$ cat src/rtl/uart_rx_param.sv
// uart_rx_param: parametrised UART receiver with a two-flop input synchroniser,
// false-start rejection, parity/framing error flags and a small receive FIFO.
//
// Parameters:
//   CLKS_PER_BIT  rx_clk cycles per bit (>= 4)
//   DATA_BITS     data bits per frame (5..9), LSB first
//   PARITY        0 = none, 1 = odd, 2 = even
//   STOP_BITS     1 or 2
//   FIFO_DEPTH    receive FIFO entries (power of 2, >= 2)
//
// Ports:
//   rx_clk     in   receiver clock
//   rx_rst     in   synchronous active-high reset
//   rx_in      in   serial line, idle high, asynchronous to rx_clk
//   rx_out     out  data word at the FIFO head (0 when empty)
//   rx_valid   out  FIFO non-empty; rx_out/rx_perr/rx_ferr are valid
//   rx_ready   in   consumer accepts the head entry
//   rx_perr    out  head entry had a parity error
//   rx_ferr    out  head entry had a framing error
//   overrun    out  one-cycle pulse: completed frame dropped, FIFO full
//   dbg_state  out  receive FSM state (0 IDLE, 1 START, 2 DATA, 3 PARITY, 4 STOP)
//
// Handshake: an entry is transferred on every rising edge where
// rx_valid && rx_ready. rx_valid never depends on rx_ready, and the head
// entry holds stable while rx_valid = 1 and rx_ready = 0.
module uart_rx_param #(
    parameter int CLKS_PER_BIT = 521,
    parameter int DATA_BITS    = 8,
    parameter int PARITY       = 0,
    parameter int STOP_BITS    = 1,
    parameter int FIFO_DEPTH   = 4
) (
    input  logic                 rx_clk,
    input  logic                 rx_rst,
    input  logic                 rx_in,
    output logic [DATA_BITS-1:0] rx_out,
    output logic                 rx_valid,
    input  logic                 rx_ready,
    output logic                 rx_perr,
    output logic                 rx_ferr,
    output logic                 overrun,
    output logic [2:0]           dbg_state
);

    localparam int CW = $clog2(CLKS_PER_BIT + 1);
    localparam int IW = $clog2(DATA_BITS + 1);
    localparam int AW = $clog2(FIFO_DEPTH);
    localparam int EW = DATA_BITS + 2;

    localparam logic [CW-1:0] C_HALF    = CW'(CLKS_PER_BIT / 2);
    localparam logic [CW-1:0] C_LAST    = CW'(CLKS_PER_BIT - 1);
    localparam logic [IW-1:0] I_LAST    = IW'(DATA_BITS - 1);
    localparam logic          STOP_LAST = 1'(STOP_BITS - 1);
    localparam logic [AW:0]   N_FULL    = (AW + 1)'(FIFO_DEPTH);

    typedef enum logic [2:0] {
        S_IDLE   = 3'd0,
        S_START  = 3'd1,
        S_DATA   = 3'd2,
        S_PARITY = 3'd3,
        S_STOP   = 3'd4
    } state_t;

    // ---------------- synchroniser and start-edge detect ----------------
    logic       r_sync1, r_sync2, r_prev;
    logic [2:0] r_real;
    logic       w_rxs, w_fall;

    // r_real marks which stages hold real line samples rather than reset
    // values, so a line already low at reset release never looks like an edge.
    always_ff @(posedge rx_clk) begin
        if (rx_rst) begin
            r_sync1 <= 1'b1;
            r_sync2 <= 1'b1;
            r_prev  <= 1'b1;
            r_real  <= 3'b000;
        end else begin
            r_sync1 <= rx_in;
            r_sync2 <= r_sync1;
            r_prev  <= r_sync2;
            r_real  <= {r_real[1:0], 1'b1};
        end
    end

    assign w_rxs  = r_sync2;
    assign w_fall = r_real[2] & r_prev & ~r_sync2;

    // ---------------- receive FSM ----------------
    state_t                r_state, w_next;
    logic [CW-1:0]         r_cnt;
    logic [IW-1:0]         r_bit;
    logic                  r_stop;
    logic [DATA_BITS-1:0]  r_shift;
    logic                  r_perr, r_ferr;
    logic                  w_tick, w_mid, w_cnt_clr, w_push, w_par_x;

    assign w_tick  = (r_cnt == C_LAST);
    assign w_mid   = (r_cnt == C_HALF);
    assign w_par_x = (^r_shift) ^ w_rxs;

    always_ff @(posedge rx_clk) begin
        if (rx_rst) r_state <= S_IDLE;
        else        r_state <= w_next;
    end

    always_comb begin
        w_next = r_state;
        case (r_state)
            S_IDLE:   if (w_fall) w_next = S_START;
            S_START:  if (w_mid) w_next = w_rxs ? S_IDLE : S_DATA;
            S_DATA:   if (w_tick && r_bit == I_LAST)
                          w_next = (PARITY != 0) ? S_PARITY : S_STOP;
            S_PARITY: if (w_tick) w_next = S_STOP;
            S_STOP:   if (w_tick && r_stop == STOP_LAST) w_next = S_IDLE;
            default:  w_next = S_IDLE;
        endcase
    end

    always_comb begin
        w_cnt_clr = 1'b0;
        w_push    = 1'b0;
        case (r_state)
            S_IDLE:   w_cnt_clr = 1'b1;
            S_START:  w_cnt_clr = w_mid;
            S_DATA,
            S_PARITY: w_cnt_clr = w_tick;
            S_STOP: begin
                w_cnt_clr = w_tick;
                w_push    = w_tick && (r_stop == STOP_LAST);
            end
            default:  w_cnt_clr = 1'b1;
        endcase
    end

    always_ff @(posedge rx_clk) begin
        if (rx_rst) begin
            r_cnt   <= '0;
            r_bit   <= '0;
            r_stop  <= 1'b0;
            r_shift <= '0;
            r_perr  <= 1'b0;
            r_ferr  <= 1'b0;
        end else begin
            r_cnt <= w_cnt_clr ? '0 : r_cnt + 1'b1;
            case (r_state)
                S_START: if (w_mid) begin
                    r_bit  <= '0;
                    r_stop <= 1'b0;
                    r_perr <= 1'b0;
                    r_ferr <= 1'b0;
                end
                S_DATA: if (w_tick) begin
                    r_shift <= {w_rxs, r_shift[DATA_BITS-1:1]};
                    r_bit   <= r_bit + 1'b1;
                end
                // Odd parity expects the XOR of data and parity to be 1.
                S_PARITY: if (w_tick) r_perr <= (PARITY == 1) ? ~w_par_x : w_par_x;
                S_STOP: if (w_tick) begin
                    if (!w_rxs) r_ferr <= 1'b1;
                    r_stop <= r_stop + 1'b1;
                end
                default: ;
            endcase
        end
    end

    // ---------------- receive FIFO ----------------
    logic [EW-1:0] r_mem [FIFO_DEPTH];
    logic [AW-1:0] r_wr, r_rd;
    logic [AW:0]   r_count;
    logic          r_overrun;
    logic          w_full, w_empty, w_pop, w_wr;
    logic [EW-1:0] w_head;

    assign w_full  = (r_count == N_FULL);
    assign w_empty = (r_count == '0);
    assign w_pop   = ~w_empty & rx_ready;
    // A pop frees the slot in the same cycle, so a push into a full FIFO
    // that is being drained still succeeds.
    assign w_wr    = w_push & (~w_full | w_pop);

    always_ff @(posedge rx_clk) begin
        if (w_wr) r_mem[r_wr] <= {r_shift, r_perr, r_ferr | ~w_rxs};
    end

    always_ff @(posedge rx_clk) begin
        if (rx_rst) begin
            r_wr      <= '0;
            r_rd      <= '0;
            r_count   <= '0;
            r_overrun <= 1'b0;
        end else begin
            if (w_wr)  r_wr <= r_wr + 1'b1;
            if (w_pop) r_rd <= r_rd + 1'b1;
            case ({w_wr, w_pop})
                2'b10:   r_count <= r_count + 1'b1;
                2'b01:   r_count <= r_count - 1'b1;
                default: r_count <= r_count;
            endcase
            r_overrun <= w_push & w_full & ~w_pop;
        end
    end

    assign w_head    = r_mem[r_rd];
    assign rx_valid  = ~w_empty;
    assign rx_out    = rx_valid ? w_head[EW-1:2] : '0;
    assign rx_perr   = rx_valid ? w_head[1] : 1'b0;
    assign rx_ferr   = rx_valid ? w_head[0] : 1'b0;
    assign overrun   = r_overrun;
    assign dbg_state = r_state;

endmodule

$ cat config.mk
export PLATFORM = sky130hd
export DESIGN_NAME = uart_rx_param
export DESIGN_NICKNAME = d
export VERILOG_FILES = /design/src/rtl/uart_rx_param.sv
export SDC_FILE = /design/constraint.sdc
export NUM_CORES = 1
export LEC_CHECK = 0
export BUFFER_PORTS_ARGS = -buffer_cell sky130_fd_sc_hd__clkbuf_2
export CORE_ASPECT_RATIO = 0.8
export CORE_MARGIN = 5
export CORE_UTILIZATION = 57
export DETAILED_ROUTE_END_ITERATION = 10
export GPL_TIMING_DRIVEN = 0
export HOLD_SLACK_MARGIN = 0.12
export PLACE_DENSITY = 0.75
export SLEW_MARGIN = 10
export SYNTH_ARGS = -nofsm -noshare
export SYNTH_HDL_FRONTEND = slang
export SYNTH_SLANG_ARGS = --single-unit
$ cat constraint.sdc
create_clock -name rx_clk -period 2.85 [get_ports rx_clk]
set_clock_uncertainty 0.05 [all_clocks]
set_input_delay 0.285 -clock rx_clk [delete_from_list [all_inputs] [get_ports rx_clk]]
set_output_delay 0.285 -clock rx_clk [all_outputs]
set_load 0.01 [all_outputs]
==> results.cfg, run 1 <==
[outcome]
outcome = finished clean

[min_path]
worstHoldPathType = in2reg
hold_start = rx_ready

[timing]
holdWs_ps = 188
hold_viol_final = 0
setup_viol = 0
fin_setup_tns_ps = 0
slew_violations = 0
post-route-period-util_pct = 95.7
post-route-min-period_ps = 2730
slew_headroom_pct = 57.5
tightest_slew_ps = 638
max_freq_ghz = 0.367
rsz0062_at_grt = no

[critical_path]
crit_top_cell = inv_1
critPathKind = reg2reg
crit_fanout = 7
cp_cell_sequence = or4b_2 > and4b_1 > buf_4 > inv_1 > ha_2 > inv_1 > fa_2 > xor2_1 > or3_1 > a21oi_1
end_kind = flop
slowest_stage = or4b_2
critPathRequiredTime_ps = 3090
r2r_slack_ps = 120
worst_setup_path_start_kind = flop
cp_num_buf_inv = 3
cp.arrival_ps = 2970
cpPeakStageDelay_ps = 690
reg2reg_from = r_count[0]
critPathTopFamily = simple AND/OR/NAND/NOR gates
crit_start = r_count[0]

[cts]
clkSlewWorstSetupHoldPaths_ps = 90
numCtsBuffers = 9
htree_levels = 3
root_buffer = clkbuf_8
cts.sink_count = 84
cts_tree = built
cts_setup_buffers = 0
insertion_delay_ps = 360
clock_path_buffers = 2

[floorplanning]
io_pins = 19
fp.dieArea_um2 = 8010
die_w_um = 98.9
std_cell_rows = 25
die_y_um = 81.1
start_util_pct = 59.6
core_area_um2 = 6040

[yosys]
netlist_area_um2 = 3600
syn_nets = 313
synth_edf_count = 40
synth.area.mux_share_pct = 7.37
synth_seq_area_share_pct = 57.8
synth_fa_ha_area_share_pct = 3.34
netlist_instances = 300
yosys.area_share.simple_pct = 18.1
synth_warnings = 0
synth_commonest_cells = dfxtp_1, edfxtp_1, nand2_1
ys_top_cells_by_area = edfxtp_1, dfxtp_1, mux4_2, nand2_1, xnor2_1
async_flop_share_pct = 0
synth_top_family_by_area = simple AND/OR/NAND/NOR gates
synth_top_cell_area_share_pct = 33.4
synth.most_common_cell = dfxtp_1
yosys.area_share.xor_xnor_pct = 5.60
synth_area_leader_cell = edfxtp_1
yosysUniqueCellTypes = 47
ys.flop_type = dfxtp_1
postSynthAreaPerCell_um2 = 12.0
synth-seq-cells = 84
synth_compound_area_share_pct = 4.59

[global_routing]
grt_pass1_vias = 2234
antenna_found_initial = 0
overflow = 0
grt_pass1_wl_um = 10700
grt_max_degree = 17
grt_util_all_layers_pct = 17.3

[detailed_routing]
drc_errors = 0
drtPass1Iterations = 4
via_count = 2214
ant_nets = 0
drt-total-wl_um = 6140
avgViaCountPerCell = 5.32
drt_iter0_markers = 108
routedWlPerCell_um = 14.7

[final_layout]
fin_nets = 343
antennaDiodeCount = 0
fin_util_pct = 67.0
syn2layout_area_growth_pct = 12.4
drive_gt1_share_pct = 20.3

[power]
irDropWorstVdd_mv = 0.369
p_seq_share_pct = 54.1
power_mw = 2.35
power_density_nw_per_um2 = 580
clkPwrFrac_pct = 40.6
power.net_switching_uw = 529
combinationalPowerShare_pct = 5.3
internal-power_mw = 1.82
p_leak_nw = 1.42
switching_share_pct = 22.5

[job]
drv_cap = 0

[place]
gp_congestion = 0.833
place_hpwl_um = 4100
io_buffers = 18
==> area by class of cell <==
| cell class | count | area (um^2) |
|---|---|---|
| Clock inverter | 7 | 105 |
| Fill cell | 457 | 1990 |
| Buffer | 12 | 67.6 |
| Clock buffer | 9 | 124 |
| Tap cell | 81 | 101 |
| Timing Repair Buffer | 20 | 110 |
| Inverter | 11 | 41.3 |
| Sequential cell | 84 | 2080 |
| Multi-Input combinational cell | 192 | 1420 |
==> registers in the layout, summed over array words and instances (netlist names), 2 cells and up, named ones only <==
signal	flops
r_mem	40
r_count	3
r_shift	8
r_rd	2
dbg_state	3
r_cnt	10
r_real	3
r_wr	2
r_bit	4
==> worst reg2reg max path, stage by stage (launching register included) <==
cell,delay [ps]
dfxtp_2,350
or4b_2,690
and4b_1,200
buf_4,150
inv_1,60
ha_2,180
inv_1,60
fa_2,330
xor2_1,160
or3_1,300
a21oi_1,140
==> cell usage in the layout (no fill, tap or decap), types with 4 or more instances in the layout <==
cell       n
or3_1      4
inv_1     11
mux2i_1    4
ha_1       7
clkbuf_2  19
and2_1    18
and3_1     5
xnor2_1   14
mux4_2    10
a21oi_1   16
o21ai_0    5
edfxtp_1  40
dfxtp_1   43
or2_2      4
nand2_1   33
xor2_1     9
nor2_1    27
clkbuf_8   9
==> logic make-up (layout without fill, tap and decap cells) <==
family          count (synthesis)  in the layout
simple gates                  117            117
flops                          84             84
compound gates                 29             29
buf+inv                        24             59
xor+xnor                       23             23
mux                            14             14
fa+ha+maj                       9              9
==> worst paths after layout <==
kind,to,cells after the start
hold reg to reg,r_sync2,1
setup reg to reg,r_count[2],10
setup / recovery,r_count[2],10
hold / removal,overrun,3
==> stage by stage <==
step                area, um^2  std cells  worst slack, ps
finish                    4050        416              121
global route              4050        416             41.0
CTS                       4040        416             62.7
detailed placement        3790        399             6.43
global placement          3790        399             57.2
floorplan                 3600        300              235
==> metal layers <==
metal	vias up	global-route usage, %	share of wire (%)
met5	-	0	0
met4	0	5.46	1.3
met3	9	5.84	4.3
met2	40	26.5	46
met1	1062	23.4	49
li1	1103	-	-
==> power groups by stage <==
stage | registers (mW) | clock network, mW | logic [mW]
floorplan | 1.30 | 0 | 0.0898
global placement | 1.30 | 0 | 0.122
detailed placement | 1.30 | 0 | 0.124
CTS | 1.27 | 0.970 | 0.127
global route | 1.27 | 1.03 | 0.138
finish | 1.27 | 0.953 | 0.125
==> repair_timing <==
action / in CTS / in global routing
hold buffers: 2 / 0
pin swaps: 0 / 0
hold endpoints to repair: 2 / 0
cloned: 0 / 0
gates resized for setup: 0 / 4
setup endpoints to repair: 1 / 1
No activity file was read; power rests on OpenSTA's default activity.
==> run 2: changes to the inputs <==
ABC_AREA = 1   (was not set)
PLACE_DENSITY = 0.73   (was 0.75)
==> results.cfg, run 2 <==
[outcome]
outcome = finished clean

[cts]
insertion_delay_ps = 340
cts_setup_buffers = 0
cts.sink_count = 84
numCtsBuffers = 9
clock_path_buffers = 2
root_buffer = clkbuf_8
cts_tree = built
htree_levels = 3
clkSlewWorstSetupHoldPaths_ps = 80

[critical_path]
cp.arrival_ps = 2390
r2r_slack_ps = 370
end_kind = flop
critPathKind = reg2reg
critPathRequiredTime_ps = 2760
crit_fanout = 10
worst_setup_path_start_kind = flop

[yosys]
synth-seq-cells = 84
syn_nets = 414
yosysUniqueCellTypes = 35
synth_seq_area_share_pct = 56.6
synth.most_common_cell = nor2_1
synth_edf_count = 40
synth_commonest_cells = nor2_1, nand2_1, dfxtp_1, inv_1, edfxtp_1
ys.flop_type = dfxtp_1
postSynthAreaPerCell_um2 = 9.17
netlist_instances = 401
async_flop_share_pct = 0
synth_area_leader_cell = edfxtp_1
synth_warnings = 0
ys_top_cells_by_area = edfxtp_1, dfxtp_1, nor2_1, nand2_1, inv_1
netlist_area_um2 = 3680
synth_top_cell_area_share_pct = 32.7

[power]
irDropWorstVdd_mv = 0.384
p_seq_share_pct = 54.8
p_leak_nw = 1.58
combinationalPowerShare_pct = 12.3
power_mw = 2.40
switching_share_pct = 26.0
internal-power_mw = 1.78
power.net_switching_uw = 624
power_density_nw_per_um2 = 589
clkPwrFrac_pct = 32.9

[timing]
slew_violations = 0
fin_setup_tns_ps = 0
slew_headroom_pct = 33.7
post-route-period-util_pct = 86.9
hold_viol_final = 0
setup_viol = 0
max_freq_ghz = 0.404
post-route-min-period_ps = 2480
rsz0062_at_grt = no
tightest_slew_ps = 991

[global_routing]
grt_pass1_vias = 2591
grt_util_all_layers_pct = 19.7
overflow = 0
grt_pass1_wl_um = 12400
antenna_found_initial = 0
grt_max_degree = 15

[floorplanning]
die_w_um = 99.8
start_util_pct = 58.0
die_y_um = 81.8
fp.dieArea_um2 = 8170
std_cell_rows = 26
io_pins = 19
core_area_um2 = 6340

[place]
gp_congestion = 0.863
io_buffers = 18
place_hpwl_um = 5080

[detailed_routing]
drt_iter0_markers = 142
avgViaCountPerCell = 5.26
ant_nets = 0
routedWlPerCell_um = 13.9
drt-total-wl_um = 7240
drc_errors = 0
drtPass1Iterations = 4
via_count = 2743

[final_layout]
final_common_cell = nor2_1
largest_register_ffs = 40
fin_nets = 445
regMostFlops = r_mem
mostFrequentLayoutCells = nor2_1, nand2_1, inv_1, dfxtp_1, edfxtp_1
drive_gt1_share_pct = 13.7
syn2layout_area_growth_pct = 10.9
antennaDiodeCount = 0
reg.largest.list = r_mem: 40 flops, r_cnt: 10 flops, r_shift: 8 flops

[min_path]
worstHoldPathType = in2reg

[job]
drv_cap = 0
[run 2: repair_timing]
item                                   CTS  global route
hold buffers                             2             0
endpoints found under the hold margin    2             0
gates resized for setup                  0             0
[run 2: logic make-up (layout without fill, tap and decap cells)]
group | Yosys count | in the layout | share of synthesized area [%]
AO/OA/AOI/OAI | 77 | 77 | 11.1
XOR/XNOR | 6 | 6 | 1.43
adder cells (fa/ha/maj) | 9 | 9 | 3.27
buffers and inverters | 61 | 97 | 6.46
flip-flops | 84 | 84 | 56.6
AND/OR/NAND/NOR | 164 | 164 | 21.2
[run 2: power by group through the flow]
stage	Combinational (mW)	Clock, mW	Sequential (mW)
2_1_floorplan	0.227	0	1.35
3_3_place_gp	0.286	0	1.34
3_5_place_dp	0.294	0	1.34
4_1_cts	0.298	0.815	1.32
5_1_grt	0.341	0.872	1.32
6_report	0.296	0.791	1.32
[run 2: final timing paths]
check                  from          end  depth (start not counted)
hold / removal     rx_ready         flop                          4
hold reg to reg   r_real[0]    r_real[1]                          2
setup / recovery   r_cnt[0]  r_mem[3][8]                          8
setup reg to reg   r_cnt[0]  r_mem[3][8]                          8
[run 2: per-stage QoR]
stage	std cells	hold slack (ps)	area, um^2	setup WS (ps)	util [%]
2_1_floorplan	401	338	3680	657	-
4_1_cts	521	283	4080	315	64.3
6_report	521	291	4080	373	64.3
3_3_place_gp	503	346	3870	425	61.0
5_1_grt	521	292	4080	201	64.3
3_5_place_dp	503	343	3870	337	61.0
[run 2: metal layers]
layer / GRT usage (%) / up-vias / wire length (um)
met4: 4.37 / 0 / 42
li1: - / 1382 / -
met3: 5.69 / 4 / 502
met5: 0 / - / 0
met2: 32.0 / 74 / 3340
met1: 26.5 / 1283 / 3360
[run 2: area by class of cell]
type                       instances  area (um^2)
clock inverter                     5         53.8
clock buffer                      11          131
timing repair buffer              20          110
tap                               84          105
buffer                             9         42.5
inverter                          52          195
multi-input combinational        256         1360
fill                             517         2270
sequential                        84         2080
[run 2: critical path, stage by stage, from the launching register on]
cell and delay, ps:
dfxtp_1 360, inv_1 70, ha_1 160, nand3_1 120, nor2_4 190, nand3_1 110
inv_1 130, nand3_4 130, nor2_1 780
==> run 3: changes to the inputs <==
ABC_AREA = not set   (was 1)
CORE_UTILIZATION = 50   (was 57)
CTS_CLUSTER_DIAMETER = 200   (was not set)
PLACE_DENSITY = 0.65   (was 0.73)
==> results.cfg, run 3 (synthesis gave the netlist of run 1 again) <==
[outcome]
outcome = finished clean

[final_layout]
stdcell_count = 421
reg.largest.list = r_mem: 40 flops, r_cnt: 10 flops, r_shift: 8 flops
antennaDiodeCount = 0
final_common_cell = dfxtp_1
drive_gt1_share_pct = 19.5
fin_area_um2 = 4030
fillers = 601
multi_input_area_um2 = 1420
seq_area_um2 = 2080
fin_nets = 342
fin_util_pct = 57.9
largest_register_ffs = 40
regMostFlops = r_mem
mostFrequentLayoutCells = dfxtp_1, edfxtp_1, nand2_1, nor2_1, clkbuf_2
syn2layout_area_growth_pct = 11.9

[floorplanning]
start_util_pct = 51.7
fp.dieArea_um2 = 9010
core_area_um2 = 6960
die_w_um = 105
io_pins = 19
std_cell_rows = 27
die_y_um = 85.9

[timing]
fin_setup_tns_ps = 0
hold_viol_final = 0
tightest_slew_ps = 674
post-route-min-period_ps = 2640
setup_ws_ps = 213
rsz0062_at_grt = no
setup_viol = 0
slew_violations = 0
slew_headroom_pct = 55.1
holdWs_ps = 151
max_freq_ghz = 0.379
post-route-period-util_pct = 92.5

[power]
switching_share_pct = 21.0
power.net_switching_uw = 480
p_seq_share_pct = 55.7
combinationalPowerShare_pct = 5.5
power_density_nw_per_um2 = 566
internal-power_mw = 1.80
irDropWorstVdd_mv = 0.270
power_mw = 2.28
clkPwrFrac_pct = 38.8
p_leak_nw = 1.41

[global_routing]
antenna_found_initial = 0
overflow = 0
grt_max_degree = 14
grt_pass1_vias = 2136
grt_pass1_wl_um = 10800
grt_util_all_layers_pct = 15.3

[detailed_routing]
routedWlPerCell_um = 14.9
m1WireLength_um = 3230
drtPass1Iterations = 4
met3_length_um = 256
drt-total-wl_um = 6270
avgViaCountPerCell = 5.19
wl_met2_um = 2700
drt_iter0_markers = 115
via_count = 2185
top_layer = met4
drc_errors = 0
ant_nets = 0

[job]
drv_cap = 0

[cts]
cts.sink_count = 84
clkSlewWorstSetupHoldPaths_ps = 80
htree_levels = 3
numCtsBuffers = 9
insertion_delay_ps = 340
clock_path_buffers = 2
cts_tree = built
root_buffer = clkbuf_8

[critical_path]
ff2ff_path_depth = 12
critPathKind = reg2reg
r2r_slack_ps = 210
cp.arrival_ps = 2860
end_kind = flop
crit_fanout = 7
worst_setup_path_start_kind = flop
critPathRequiredTime_ps = 3070

[place]
io_buffers = 18
place_inst = 405
post_dp_cell_area_um2 = 3800
place_hpwl_um = 4350
dpl_worst_slack_ps = 14.4
gp_congestion = 0.731

[min_path]
worstHoldPathType = in2reg
whs_path_depth = 3
-- run 3: cell count changes in the layout (fill, tap and decap cells not counted), moves of 5 or more --
cell     previous run  this run
nand2_1            45        33
mux4_2              0        10
inv_2               6         0
inv_1              44        11
a21oi_1            32        15
and3_1              0         5
o21ai_1             5         0
xor2_1              4         9
xnor2_1             2        14
o21ai_0            32         5
nand3_1            19         3
and2_1              0        18
nor2_1             74        27
-- run 3: cell type report --
type / count / area share (%)
clock inverter: 5 / 1.89
sequential: 84 / 51.7
timing repair buffer: 19 / 2.48
tap: 87 / 2.70
multi-input combinational: 192 / 35.2
clock buffer: 11 / 3.26
buffer: 12 / 1.68
inverter: 11 / 1.02
-- run 3: final timing paths --
path            start    endpoint
min            rx_rst      r_prev
max reg2reg  r_cnt[0]  r_count[2]
min reg2reg   r_sync1     r_sync2
max          r_cnt[0]  r_count[2]
-- run 3: power by group through the flow --
stage	clock network (mW)	logic, mW	registers, mW
2_1_floorplan	0	0.0898	1.30
3_3_place_gp	0	0.125	1.30
5_1_grt	0.967	0.138	1.27
4_1_cts	0.910	0.125	1.27
3_5_place_dp	0	0.123	1.30
6_report	0.884	0.126	1.27
-- run 3: layer usage --
metal / global-route usage (%) / up-vias
met5: 0 / -
met4: 3.95 / 0
met3: 5.34 / 7
met2: 22.3 / 39
met1: 21.8 / 1040
li1: - / 1099
-- run 3: what timing repair did --
action | CTS | global route
hold buffers | 1 | 0
setup buffers | 0 | 0
gates resized for setup | 0 | 5
setup endpoints to repair | 1 | 1
gates cloned | 0 | 0
hold endpoints to repair | 1 | 0
-- run 3: worst max-delay path, cell delays in order, from the launching register on --
cell,delay (ps)
dfxtp_1,400
inv_1,60
ha_1,200
and2_1,210
and4b_1,220
buf_4,150
inv_1,50
ha_2,180
inv_1,50
fa_1,370
xor2_1,160
or3_1,320
a21oi_2,140
